File: src/rtl/mem_arbiter.sv
// mem_arbiter: arbitrates a CPU port and a loader/debug port onto one synchronous-read memory.
// Build option ARB_ROUND_ROBIN_EN: ties alternate between the ports instead of the loader winning.
module mem_arbiter (
  input  logic       clk,
  input  logic       reset_n,
  input  logic       c_req,
  input  logic       c_we,
  input  logic [7:0] c_addr,
  input  logic [7:0] c_wdata,
  output logic       c_gnt,
  output logic       c_rvalid,
  output logic [7:0] c_rdata,
  input  logic       l_req,
  input  logic       l_we,
  input  logic [7:0] l_addr,
  input  logic [7:0] l_wdata,
  output logic       l_gnt,
  output logic       l_rvalid,
  output logic [7:0] l_rdata,
  output logic [7:0] mem_addr,
  output logic [7:0] mem_din,
  output logic       mem_we,
  input  logic [7:0] mem_dout,
  output logic       busy
);

  // state     | meaning
  // ST_IDLE   | waiting for a request; winner is latched on the next edge
  // ST_ACCESS | address/data/we on the memory bus, winner's gnt high
  // ST_RESP   | read data arriving from memory, captured into owner's rdata
  typedef enum logic [1:0] {
    ST_IDLE   = 2'd0,
    ST_ACCESS = 2'd1,
    ST_RESP   = 2'd2
  } state_t;

  state_t     state_q, state_d;
  logic       own_l_q, own_l_d;
  logic       c_gnt_q, c_gnt_d;
  logic       l_gnt_q, l_gnt_d;
  logic       c_rvalid_q, c_rvalid_d;
  logic       l_rvalid_q, l_rvalid_d;
  logic [7:0] c_rdata_q, c_rdata_d;
  logic [7:0] l_rdata_q, l_rdata_d;
  logic [7:0] mem_addr_q, mem_addr_d;
  logic [7:0] mem_din_q, mem_din_d;
  logic       mem_we_q, mem_we_d;
  logic       busy_q, busy_d;
  logic       pick_l;

`ifdef ARB_ROUND_ROBIN_EN
  logic last_l_q, last_l_d;

  // On a tie the port that did not win last time goes first.
  assign pick_l = l_req & (~c_req | ~last_l_q);

  always_ff @(posedge clk or negedge reset_n) begin
    if (!reset_n) begin
      last_l_q <= 1'b1;
    end else begin
      last_l_q <= last_l_d;
    end
  end
`else
  assign pick_l = l_req;
`endif

  always_ff @(posedge clk or negedge reset_n) begin
    if (!reset_n) begin
      state_q    <= ST_IDLE;
      own_l_q    <= 1'b0;
      c_gnt_q    <= 1'b0;
      l_gnt_q    <= 1'b0;
      c_rvalid_q <= 1'b0;
      l_rvalid_q <= 1'b0;
      c_rdata_q  <= 8'h00;
      l_rdata_q  <= 8'h00;
      mem_addr_q <= 8'h00;
      mem_din_q  <= 8'h00;
      mem_we_q   <= 1'b0;
      busy_q     <= 1'b0;
    end else begin
      state_q    <= state_d;
      own_l_q    <= own_l_d;
      c_gnt_q    <= c_gnt_d;
      l_gnt_q    <= l_gnt_d;
      c_rvalid_q <= c_rvalid_d;
      l_rvalid_q <= l_rvalid_d;
      c_rdata_q  <= c_rdata_d;
      l_rdata_q  <= l_rdata_d;
      mem_addr_q <= mem_addr_d;
      mem_din_q  <= mem_din_d;
      mem_we_q   <= mem_we_d;
      busy_q     <= busy_d;
    end
  end

  // Every output register is loaded with its value for the state being entered.
  always_comb begin
    state_d    = state_q;
    own_l_d    = own_l_q;
    c_gnt_d    = 1'b0;
    l_gnt_d    = 1'b0;
    c_rvalid_d = 1'b0;
    l_rvalid_d = 1'b0;
    c_rdata_d  = c_rdata_q;
    l_rdata_d  = l_rdata_q;
    mem_addr_d = mem_addr_q;
    mem_din_d  = mem_din_q;
    mem_we_d   = 1'b0;
`ifdef ARB_ROUND_ROBIN_EN
    last_l_d   = last_l_q;
`endif

    case (state_q)
      ST_IDLE: begin
        if (c_req | l_req) begin
          state_d    = ST_ACCESS;
          own_l_d    = pick_l;
          mem_addr_d = pick_l ? l_addr  : c_addr;
          mem_din_d  = pick_l ? l_wdata : c_wdata;
          mem_we_d   = pick_l ? l_we    : c_we;
          c_gnt_d    = ~pick_l;
          l_gnt_d    = pick_l;
`ifdef ARB_ROUND_ROBIN_EN
          last_l_d   = pick_l;
`endif
        end
      end
      ST_ACCESS: begin
        // mem_we_q still holds the latched write qualifier during ACCESS.
        state_d = mem_we_q ? ST_IDLE : ST_RESP;
      end
      ST_RESP: begin
        state_d = ST_IDLE;
        if (own_l_q) begin
          l_rdata_d  = mem_dout;
          l_rvalid_d = 1'b1;
        end else begin
          c_rdata_d  = mem_dout;
          c_rvalid_d = 1'b1;
        end
      end
      default: begin
        state_d = ST_IDLE;
      end
    endcase

    busy_d = (state_d != ST_IDLE);
  end

  assign c_gnt    = c_gnt_q;
  assign l_gnt    = l_gnt_q;
  assign c_rvalid = c_rvalid_q;
  assign l_rvalid = l_rvalid_q;
  assign c_rdata  = c_rdata_q;
  assign l_rdata  = l_rdata_q;
  assign mem_addr = mem_addr_q;
  assign mem_din  = mem_din_q;
  assign mem_we   = mem_we_q;
  assign busy     = busy_q;

endmodule

File: config.mk
export PLATFORM = sky130hd
export DESIGN_NAME = mem_arbiter
export DESIGN_NICKNAME = d
export VERILOG_FILES = /design/src/rtl/mem_arbiter.sv
export SDC_FILE = /design/constraint.sdc
export NUM_CORES = 1
export LEC_CHECK = 0
export ABC_AREA = 0
export ABC_CLOCK_PERIOD_IN_PS = 2100
export BUFFER_PORTS_ARGS = -buffer_cell sky130_fd_sc_hd__buf_2
export CAP_MARGIN = 30
export CORE_UTILIZATION = 40
export CTS_CLUSTER_DIAMETER = 120
export DETAILED_ROUTE_END_ITERATION = 12
export GPL_TIMING_DRIVEN = 0
export MAX_ROUTING_LAYER = met4
export PLACE_DENSITY_LB_ADDON = 0.3
export REMOVE_ABC_BUFFERS = 1
export SLEW_MARGIN = 5
export SYNTH_ARGS = -nofsm -noshare
export SYNTH_HDL_FRONTEND = slang
export SYNTH_SLANG_ARGS = --single-unit
export TNS_END_PERCENT = 100
File: constraint.sdc
create_clock -name clk -period 2.1 [get_ports clk]
set_clock_uncertainty 0.2 [all_clocks]
set_input_delay 0.21 -clock clk [delete_from_list [all_inputs] [get_ports clk]]
set_output_delay 0.21 -clock clk [all_outputs]
set_load 0.02 [all_outputs]
==> run_results.csv, run 1 <==
group,metric,value,unit
status,outcome,"complete, no violations",
pwr,peakVddDrop,0.000797,V
critical_path,rr_worst_depth,4,
sta,layout_min_cycle_time,1.98,ns
pwr,pwr-share-seq,0.396,
detailed_routing,first_iter_violations,47,
clock_network,cts-buffers-inserted,5,
sta,tns,0,ns
final_layout,ff_latch_area,1030,µm²
sta,finalSetupViolations,0,
floorplan,core-area,4090,µm²
detailed_routing,vias,1193,
detailed_routing,post_drt_wl_per_cell,13.6,µm
global_routing,track_usage,0.169,
final_layout,instances_no_fill,254,
synthesis,synth-main-ff-cell,"dfrtp_1",
floorplan,dieHeight,67.8,µm
final_layout,antenna_cells,0,
hold_path,hold_path_end,"mem_din[2]",
global_routing,grt_pass1_vias,1227,
place,gp_congestion,0.690,
pwr,swShare,0.379,
synthesis,ys_seq_area_frac,0.593,
critical_path,cp_max_fo,5,
synthesis,yosys.area.top_type_share,0.593,
critical_path,start_kind,"flop",
synthesis,syn_area,1730,µm²
synthesis,synth.distinct_cells,17,
place,placed_area,2160,µm²
critical_path,critPathSlowestCell,"dlygate4sd3_1",
place,hpwlAfterDp,2470,µm
synthesis,synth_seq_cells,41,
global_routing,grt_antenna_before_repair,0,
critical_path,timing.rr.start,"state_q[0]",
run,cap_viol_max_count,0,
clock_network,clock-sinks,41,
synthesis,synthCells,106,
floorplan,dieArea,4590,µm²
critical_path,cp_cell_sequence,"or3b_2 -> nor2_1 -> a22o_1 -> dlygate4sd3_1",
final_layout,finalCoreUtilization,0.577,
global_routing,grt_pass1_wl,5430,µm
hold_path,worstHoldStart,"c_wdata[2]",
clock_network,post-cts-setup-buffer-count,0,
floorplan,ios,84,
synthesis,ys_top_cells_by_area,"dfrtp_1 (59%), mux2_2 (26%), mux2_4 (6.9%)",
critical_path,cp_top_family,"simple AND/OR/NAND/NOR gates",
detailed_routing,ant_nets,0,
detailed_routing,drtPass1Iterations,4,
sta,rsz0062_at_grt,"false",
floorplan,std_cell_rows,23,
floorplan,die_width,67.8,µm
critical_path,worst_ep_required_time,2.14,ns
global_routing,grt_max_degree,42,
detailed_routing,routed_via_density,4.70,
clock_network,cts_tree,"built",
sta,slew_viol_final,0,
final_layout,areaGrowthSynthToFinish,36.2,%
final_layout,fin_nets,249,
final_layout,layout-drive-gt1-share,0.696,
place,port-buffer-count,83,
critical_path,reg2reg_slack,0.12,ns
synthesis,synthArstFlopShare,1.00,
critical_path,critPathMaxStageDelay,0.54,ns
clock_network,clock_latency,0.30,ns
synthesis,synth-edff-count,0,
pwr,cellPowerDensity,1460,nW/µm²
pwr,power.share.clock,0.146,
critical_path,cp.buffers_inverters,1,
sta,fin_crit_sh,0.944,
synthesis,yosysTopAreaCell,"dfrtp_1",
detailed_routing,drc,0,
final_layout,stdcell_area,2360,µm²
sta,max_freq,0.504,GHz
detailed_routing,routed_wl,3460,µm
critical_path,r2r_end,"mem_we",
clock_network,htreeDepth,2,
critical_path,path_class,"flop to flop",
sta,tightest_slew,0.875,ns
place,dp_cells,235,
pwr,p_leak,1.18,nW
final_layout,multi_input_area,647,µm²
critical_path,setup.worst_path.end_class,"flop",
pwr,p_sw,1.30,mW
sta,relSlewSlack,0.417,
clock_network,cts-root-buf,"clkbuf_8",
critical_path,worst-endpoint-arrival,2.02,ns
synthesis,syn-mean-instance-area,16.3,µm²
clock_network,clkTransAtPathRegs,0.08,ns
floorplan,start_util,0.423,
synthesis,synth.most_common_cell,"dfrtp_1",
pwr,finalPower,3.43,mW
hold_path,whs_path_depth,3,
global_routing,grt_overflow,0,
hold_path,hold_path_class,"input port to flop",
final_layout,fill_cells,365,
pwr,power.internal,2.13,mW
pwr,pwr-share-comb,0.459,
synthesis,yosysWarnings,0,
synthesis,synth_commonest_cells,"dfrtp_1 (41), mux2_2 (40), mux2_4 (8)",
sta,hold_viol_final,0,
clock_network,cts_buffer_depth,2,
worst max path at each step:
stage	slack, ns	start	to	cells after the start
floorplan	0.26	state_q[0]	c_rdata[0]	2
global placement	-0.07	state_q[0]	c_rdata[5]	2
detailed placement	-0.02	l_req	mem_addr[3]	3
CTS	0.02	state_q[0]	mem_addr[3]	3
global route	0.02	state_q[0]	mem_we	4
finish	0.12	state_q[0]	mem_we	4
worst reg2reg max path, cell delays in order (launching register included):
cell and delay [ns]:
dfrtp_1 0.42, or3b_2 0.49, nor2_1 0.14, a22o_1 0.14, dlygate4sd3_1 0.54
layout make-up:
class / instances / share of cell area
clock buffers: 5 / 0.0292
clock inverters: 3 / 0.00743
inverters: 1 / 0.00159
multi-input cells: 59 / 0.275
flip-flops and latches: 41 / 0.435
well taps: 50 / 0.0266
repair buffers: 95 / 0.225
power groups by stage:
stage | clock [mW] | combinational [mW] | sequential (mW)
floorplan | 0 | 0.596 | 1.81
global placement | 0 | 1.54 | 1.34
global route | 0.553 | 1.69 | 1.41
finish | 0.500 | 1.57 | 1.36
detailed placement | 0 | 1.58 | 1.37
CTS | 0.516 | 1.60 | 1.36
cells in the final DEF, fill, tap and decap left out:
| master | count |
|---|---|
| mux2_4 | 8 |
| nor2_1 | 2 |
| clkbuf_8 | 5 |
| nor3b_1 | 2 |
| clkinv_2 | 2 |
| o21a_2 | 1 |
| a22o_1 | 1 |
| nand3b_1 | 1 |
| dlygate4sd3_1 | 11 |
| and2_1 | 1 |
| inv_1 | 1 |
| buf_2 | 84 |
| clkinvlp_4 | 1 |
| or2_1 | 1 |
| dfrtp_1 | 41 |
| a21o_1 | 1 |
| mux2_2 | 40 |
| or3b_2 | 1 |
per-stage QoR:
| stage | hold slack [ns] | setup WS (ns) |
|---|---|---|
| 4_1_cts | 0.0644 | 0.0171 |
| 6_report | 0.0680 | 0.117 |
| 3_3_place_gp | 0.158 | -0.0723 |
| 5_1_grt | 0.0624 | 0.0182 |
| 3_5_place_dp | 0.179 | -0.0179 |
| 2_1_floorplan | -0.286 | 0.257 |
kinds of logic (layout without fill, tap and decap cells):
kind of cell           count (synthesis)  count (layout)  share of synthesized area
AO/OA/AOI/OAI                          3               3                     0.0137
buffers and inverters                  6             104                     0.0340
flip-flops                            41              41                      0.593
multiplexers                          48              48                      0.330
AND/OR/NAND/NOR                        8               8                     0.0297
state kept, by name, indices dropped and copies added (netlist names):
name,cells
l_rdata,8
c_rvalid,1
mem_we,1
c_gnt,1
l_gnt,1
mem_addr,8
own_l_q,1
busy,1
c_rdata,8
state_q,2
l_rvalid,1
mem_din,8
routing by layer:
layer	GRT usage	share of wire	vias up
li1	-	-	565
met1	0.183	0.41	578
met2	0.282	0.51	43
met3	0.0405	0.054	7
met4	0.0964	0.023	0
met5	-	0	-
repair_timing:
item | 4_1_cts | 5_1_grt
gates resized for setup | 0 | 1
hold endpoints to repair | 58 | 0
hold buffers | 11 | 0
endpoints found under the setup margin | 0 | 13
Power figures use the tool's default switching activity.
==> run 2, diff against run 1 <==
--- a/config.mk
+++ b/config.mk
@@ -14,7 +14,7 @@
 export DETAILED_ROUTE_END_ITERATION = 12
 export GPL_TIMING_DRIVEN = 0
 export MAX_ROUTING_LAYER = met4
-export PLACE_DENSITY_LB_ADDON = 0.3
+export PLACE_DENSITY = 0.7
 export REMOVE_ABC_BUFFERS = 1
 export SLEW_MARGIN = 5
 export SYNTH_ARGS = -nofsm -noshare
==> run_results.csv, run 2 (synthesis gave the netlist of run 1 again) <==
group,metric,value,unit
sta,slew_viol_final,0,
critical_path,worst_ep_required_time,2.13,ns
pwr,cellPowerDensity,1500,nW/µm²
final_layout,antenna_cells,0,
global_routing,top_usage_layer,"met2",
clock_network,clock-sinks,41,
critical_path,r2r_end,"mem_we",
critical_path,cp_top_family,"simple AND/OR/NAND/NOR gates",
detailed_routing,first_iter_violations,28,
final_layout,ff_latch_area,1030,µm²
final_layout,stdcell_area,2410,µm²
critical_path,start_kind,"flop",
detailed_routing,ant_nets,0,
pwr,p_leak,1.20,nW
global_routing,grt_antenna_before_repair,0,
final_layout,fin_nets,250,
critical_path,critPathSlowestCell,"dlygate4sd3_1",
sta,hold_viol_final,0,
floorplan,die_width,67.8,µm
place,hpwlAfterDp,2540,µm
floorplan,ios,84,
clock_network,cts_buffer_depth,2,
floorplan,dieArea,4590,µm²
global_routing,grt_util_met1,0.191,
floorplan,start_util,0.423,
sta,max_freq,0.494,GHz
run,cap_viol_max_count,0,
final_layout,mostFrequentLayoutCells,"buf_2 (84), dfrtp_1 (41), mux2_2 (40)",
sta,rsz0062_at_grt,"false",
clock_network,cts-buffers-inserted,5,
critical_path,cp_max_fo,5,
final_layout,fill_cells,332,
status,outcome,"complete, no violations",
critical_path,reg2reg_slack,0.08,ns
hold_path,worstHoldStart,"c_addr[2]",
sta,fin_crit_sh,0.963,
clock_network,post-cts-setup-buffer-count,0,
sta,tightest_slew,0.603,ns
pwr,peakVddDrop,0.000719,V
clock_network,clock_latency,0.29,ns
global_routing,grt_overflow,0,
global_routing,grt_use_met2,0.307,
place,gp_congestion,0.700,
critical_path,worst-endpoint-arrival,2.05,ns
hold_path,whs_path_depth,3,
sta,relSlewSlack,0.597,
detailed_routing,routed_wl,3560,µm
critical_path,cp.buffers_inverters,1,
floorplan,core-area,4090,µm²
sta,hold-worst-slack,0.0790,ns
final_layout,layout-drive-gt1-share,0.698,
critical_path,startpoint,"state_q[0]",
final_layout,layout_commonest_cell,"buf_2",
clock_network,cts-root-buf,"clkbuf_8",
critical_path,setup.worst_path.end_class,"flop",
place,placed_area,2160,µm²
global_routing,grt_pass1_vias,1209,
sta,layout_min_cycle_time,2.02,ns
hold_path,hold_path_class,"input port to flop",
floorplan,dieHeight,67.8,µm
detailed_routing,drc,0,
detailed_routing,post_drt_wl_per_cell,13.9,µm
critical_path,timing.rr.start,"state_q[0]",
global_routing,grt_max_degree,42,
detailed_routing,routed_via_density,4.82,
critical_path,cp_cell_sequence,"or3b_2 -> nor2_1 -> a22o_1 -> dlygate4sd3_1",
sta,finalSetupViolations,0,
clock_network,clkTransAtPathRegs,0.08,ns
critical_path,path_class,"flop to flop",
global_routing,grt_pass1_wl,5550,µm
final_layout,multi_input_area,647,µm²
global_routing,met3_usage,0.0625,
final_layout,finalCoreUtilization,0.590,
hold_path,hold_path_end,"mem_addr[2]",
final_layout,areaGrowthSynthToFinish,39.3,%
critical_path,rr_worst_depth,4,
clock_network,htreeDepth,2,
clock_network,cts_tree,"built",
place,port-buffer-count,83,
floorplan,std_cell_rows,23,
global_routing,track_usage,0.177,
sta,worst_slack,0.0770,ns
detailed_routing,drtPass1Iterations,3,
critical_path,critPathMaxStageDelay,0.55,ns
place,dp_slack,-0.0342,ns
detailed_routing,vias,1228,
==> run 2: changes by cell type in the layout (fill, tap and decap cells not counted) <==
cell and delta:
clkinv_2 -2, buf_12 +1, bufinv_16 +1, clkbuf_8 +1
==> run 2: worst max-delay path by stage <==
stage	endpoint	slack [ns]	cells past startpoint
CTS	mem_addr[1]	0.03	3
global route	mem_we	0.008	4
detailed placement	mem_addr[1]	-0.03	3
global placement	c_rdata[0]	-0.12	2
floorplan	c_rdata[0]	0.26	2
finish	mem_we	0.08	4
==> run 2: per-layer routing <==
layer | routed length, µm | part of all wire
met1 | 1460 | 0.41
met2 | 1770 | 0.50
met3 | 292 | 0.082
met4 | 40 | 0.011
met5 | 0 | 0
==> run 2: power breakdown <==
| group | internal (mW) | switching [mW] |
|---|---|---|
| combinational | 0.737 | 0.845 |
| sequential | 1.17 | 0.198 |
| clock | 0.386 | 0.270 |
| total | 2.29 | 1.31 |
==> run 2: area by class of cell <==
class / instances / share of cell area
Clock inverter: 2 / 0.0156
Sequential cell: 41 / 0.426
Multi-Input combinational cell: 59 / 0.268
Timing Repair Buffer: 96 / 0.228
Clock buffer: 6 / 0.0343
Tap cell: 50 / 0.0260
Inverter: 1 / 0.00156
==> run 2: tightest hold or removal path, stage by stage <==
cell and delay [ns]:
buf_2 0.07, mux2_2 0.13, mux2_2 0.13
==> run 2: through the flow <==
stage	TNS, ns	power (mW)	instances
floorplan	0	2.40	101
detailed placement	-0.159	2.96	235
CTS	0	3.65	254
global route	0	3.84	255
finish	0	3.61	255
global placement	-0.947	2.88	234
==> run 2: timing repair <==
| action | 4_1_cts | 5_1_grt |
|---|---|---|
| resized for setup | 0 | 1 |
| setup endpoints to repair | 0 | 8 |
| hold buffers | 11 | 0 |
| endpoints found under the hold margin | 58 | 0 |
==> run 3, diff against run 2 <==
--- a/config.mk
+++ b/config.mk
@@ -7,14 +7,15 @@
 export LEC_CHECK = 0
 export ABC_AREA = 0
 export ABC_CLOCK_PERIOD_IN_PS = 2100
-export BUFFER_PORTS_ARGS = -buffer_cell sky130_fd_sc_hd__buf_2
 export CAP_MARGIN = 30
 export CORE_UTILIZATION = 40
 export CTS_CLUSTER_DIAMETER = 120
 export DETAILED_ROUTE_END_ITERATION = 12
+export DONT_BUFFER_PORTS = 1
 export GPL_TIMING_DRIVEN = 0
+export HOLD_SLACK_MARGIN = 0.12
 export MAX_ROUTING_LAYER = met4
-export PLACE_DENSITY = 0.7
+export PLACE_DENSITY = 0.53
 export REMOVE_ABC_BUFFERS = 1
 export SLEW_MARGIN = 5
 export SYNTH_ARGS = -nofsm -noshare
==> constraint.sdc (replaced) <==
create_clock -name clk -period 2.1 [get_ports clk]
set_clock_uncertainty 0.2 [all_clocks]
set_input_delay 0.21 -clock clk [delete_from_list [all_inputs] [get_ports clk]]
set_output_delay 0.21 -clock clk [all_outputs]
set_load 0.005 [all_outputs]
==> run_results.csv, run 3 (synthesis gave the netlist of run 1 again) <==
group,metric,value,unit
clock_network,cts_buffer_depth,2,
final_layout,fin_nets,204,
detailed_routing,drc,0,
clock_network,clock-sinks,41,
sta,slew_viol_final,0,
sta,finalSetupViolations,0,
final_layout,ff_latch_area,1030,µm²
pwr,p_leak,1.03,nW
pwr,cellPowerDensity,1220,nW/µm²
sta,tightest_slew,0.813,ns
final_layout,areaGrowthSynthToFinish,36.7,%
critical_path,cp_max_fo,5,
final_layout,mostFrequentLayoutCells,"dlygate4sd3_1 (47), dfrtp_1 (41), mux2_2 (40)",
pwr,finalPower,2.88,mW
sta,fin_crit_sh,0.910,
critical_path,setup.worst_path.end_class,"flop",
floorplan,ios,84,
clock_network,clkTransAtPathRegs,0.08,ns
place,dp_cells,151,
detailed_routing,drtPass1Iterations,2,
detailed_routing,routed_via_density,5.09,
final_layout,instances_no_fill,208,
floorplan,std_cell_rows,23,
global_routing,grt_pass1_wl,5440,µm
sta,layout_min_cycle_time,1.91,ns
floorplan,dieHeight,67.8,µm
floorplan,dieArea,4590,µm²
hold_path,hold_path_class,"input port to flop",
floorplan,start_util,0.423,
sta,hold_viol_final,0,
clock_network,clock_latency,0.28,ns
final_layout,antenna_cells,0,
global_routing,grt_max_degree,42,
clock_network,post-cts-setup-buffer-count,0,
floorplan,die_width,67.8,µm
clock_network,cts_tree,"built",
critical_path,worst_ep_required_time,2.12,ns
global_routing,grt_overflow,0,
final_layout,multi_input_area,651,µm²
final_layout,fill_cells,326,
global_routing,grt_antenna_before_repair,0,
sta,relSlewSlack,0.458,
global_routing,met3_usage,0.0490,
sta,rsz0062_at_grt,"false",
detailed_routing,post_drt_wl_per_cell,17.6,µm
detailed_routing,first_iter_violations,24,
detailed_routing,ant_nets,0,
global_routing,grt_util_met1,0.183,
sta,max_freq,0.523,GHz
final_layout,layout-drive-gt1-share,0.373,
final_layout,finalCoreUtilization,0.579,
clock_network,cts-buffers-inserted,5,
place,gp_congestion,0.626,
global_routing,track_usage,0.174,
detailed_routing,routed_wl,3670,µm
global_routing,grt_pass1_vias,1104,
pwr,peakVddDrop,0.000591,V
critical_path,start_kind,"flop",
place,port-buffer-count,0,
clock_network,htreeDepth,2,
global_routing,top_usage_layer,"met2",
run,cap_viol_max_count,0,
critical_path,path_class,"flop to flop",
place,hpwlAfterDp,1900,µm
final_layout,layout_commonest_cell,"dlygate4sd3_1",
floorplan,core-area,4090,µm²
critical_path,worst-endpoint-arrival,1.93,ns
clock_network,cts-root-buf,"clkbuf_8",
global_routing,grt_use_met2,0.292,
detailed_routing,vias,1058,
status,outcome,"complete, no violations",
==> run 3: cell types whose count changed in the layout (fill, tap and decap cells not counted), sizes merged <==
| cell | change |
|---|---|
| buf | -83 |
| dlymetal6s4s | +1 |
| clkinv | +1 |
| dlygate4sd3 | +36 |
| clkbuf | -1 |
| clkinvlp | -1 |
==> run 3: worst paths after layout <==
kind	slack, ns	from	endpoint	cells after the start
max in group asynchronous	1.29	reset_n	mem_din[1]	2
worst max register to register	0.19	state_q[0]	c_gnt	3
worst min-delay path	0.14	c_req	busy	2
worst max-delay path	0.19	state_q[0]	c_gnt	3
min in group asynchronous	0.21	reset_n	state_q[0]	2
worst min register to register	0.29	mem_we	state_q[1]	1
==> run 3: timing repair <==
action / 4_1_cts / 5_1_grt
hold endpoints to repair: 77 / 1
endpoints found under the setup margin: 0 / 1
hold buffers: 47 / 2
gates resized for setup: 0 / 1
==> run 3: report_power, final <==
group	total, mW	internal [mW]	switching [mW]
Clock	0.601	0.345	0.256
Combinational	0.823	0.545	0.277
Sequential	1.46	1.17	0.285
==> run 3: final cells by class <==
type	instances	share of cell area
Timing Repair Buffer	50	0.219
Multi-Input combinational cell	59	0.275
Sequential cell	41	0.434
Tap cell	50	0.0265
Clock buffer	5	0.0291
Inverter	1	0.00159
Clock inverter	2	0.0148
==> run 3: per-stage QoR <==
stage | hold slack (ns) | worst slack (ns) | cell area [µm²] | setup TNS, ns
6_report | 0.145 | 0.190 | 2360 | 0
5_1_grt | 0.156 | 0.144 | 2360 | 0
4_1_cts | 0.199 | 0.0296 | 2330 | 0
3_5_place_dp | -0.285 | 0.0294 | 1740 | 0
3_3_place_gp | -0.285 | -0.222 | 1740 | -1.76
2_1_floorplan | -0.286 | 0.257 | 1680 | 0
==> run 3: per-layer routing <==
| layer | up-vias | wire, µm |
|---|---|---|
| li1 | 480 | - |
| met1 | 522 | 1410 |
| met2 | 45 | 1960 |
| met3 | 11 | 206 |
| met4 | 0 | 93 |
| met5 | - | 0 |
==> run 3: worst max-delay path, stage by stage (launching register included) <==
cell and delay, ns:
dfrtp_1 0.42, or3b_2 0.49, nor2_1 0.15, dlygate4sd3_1 0.59
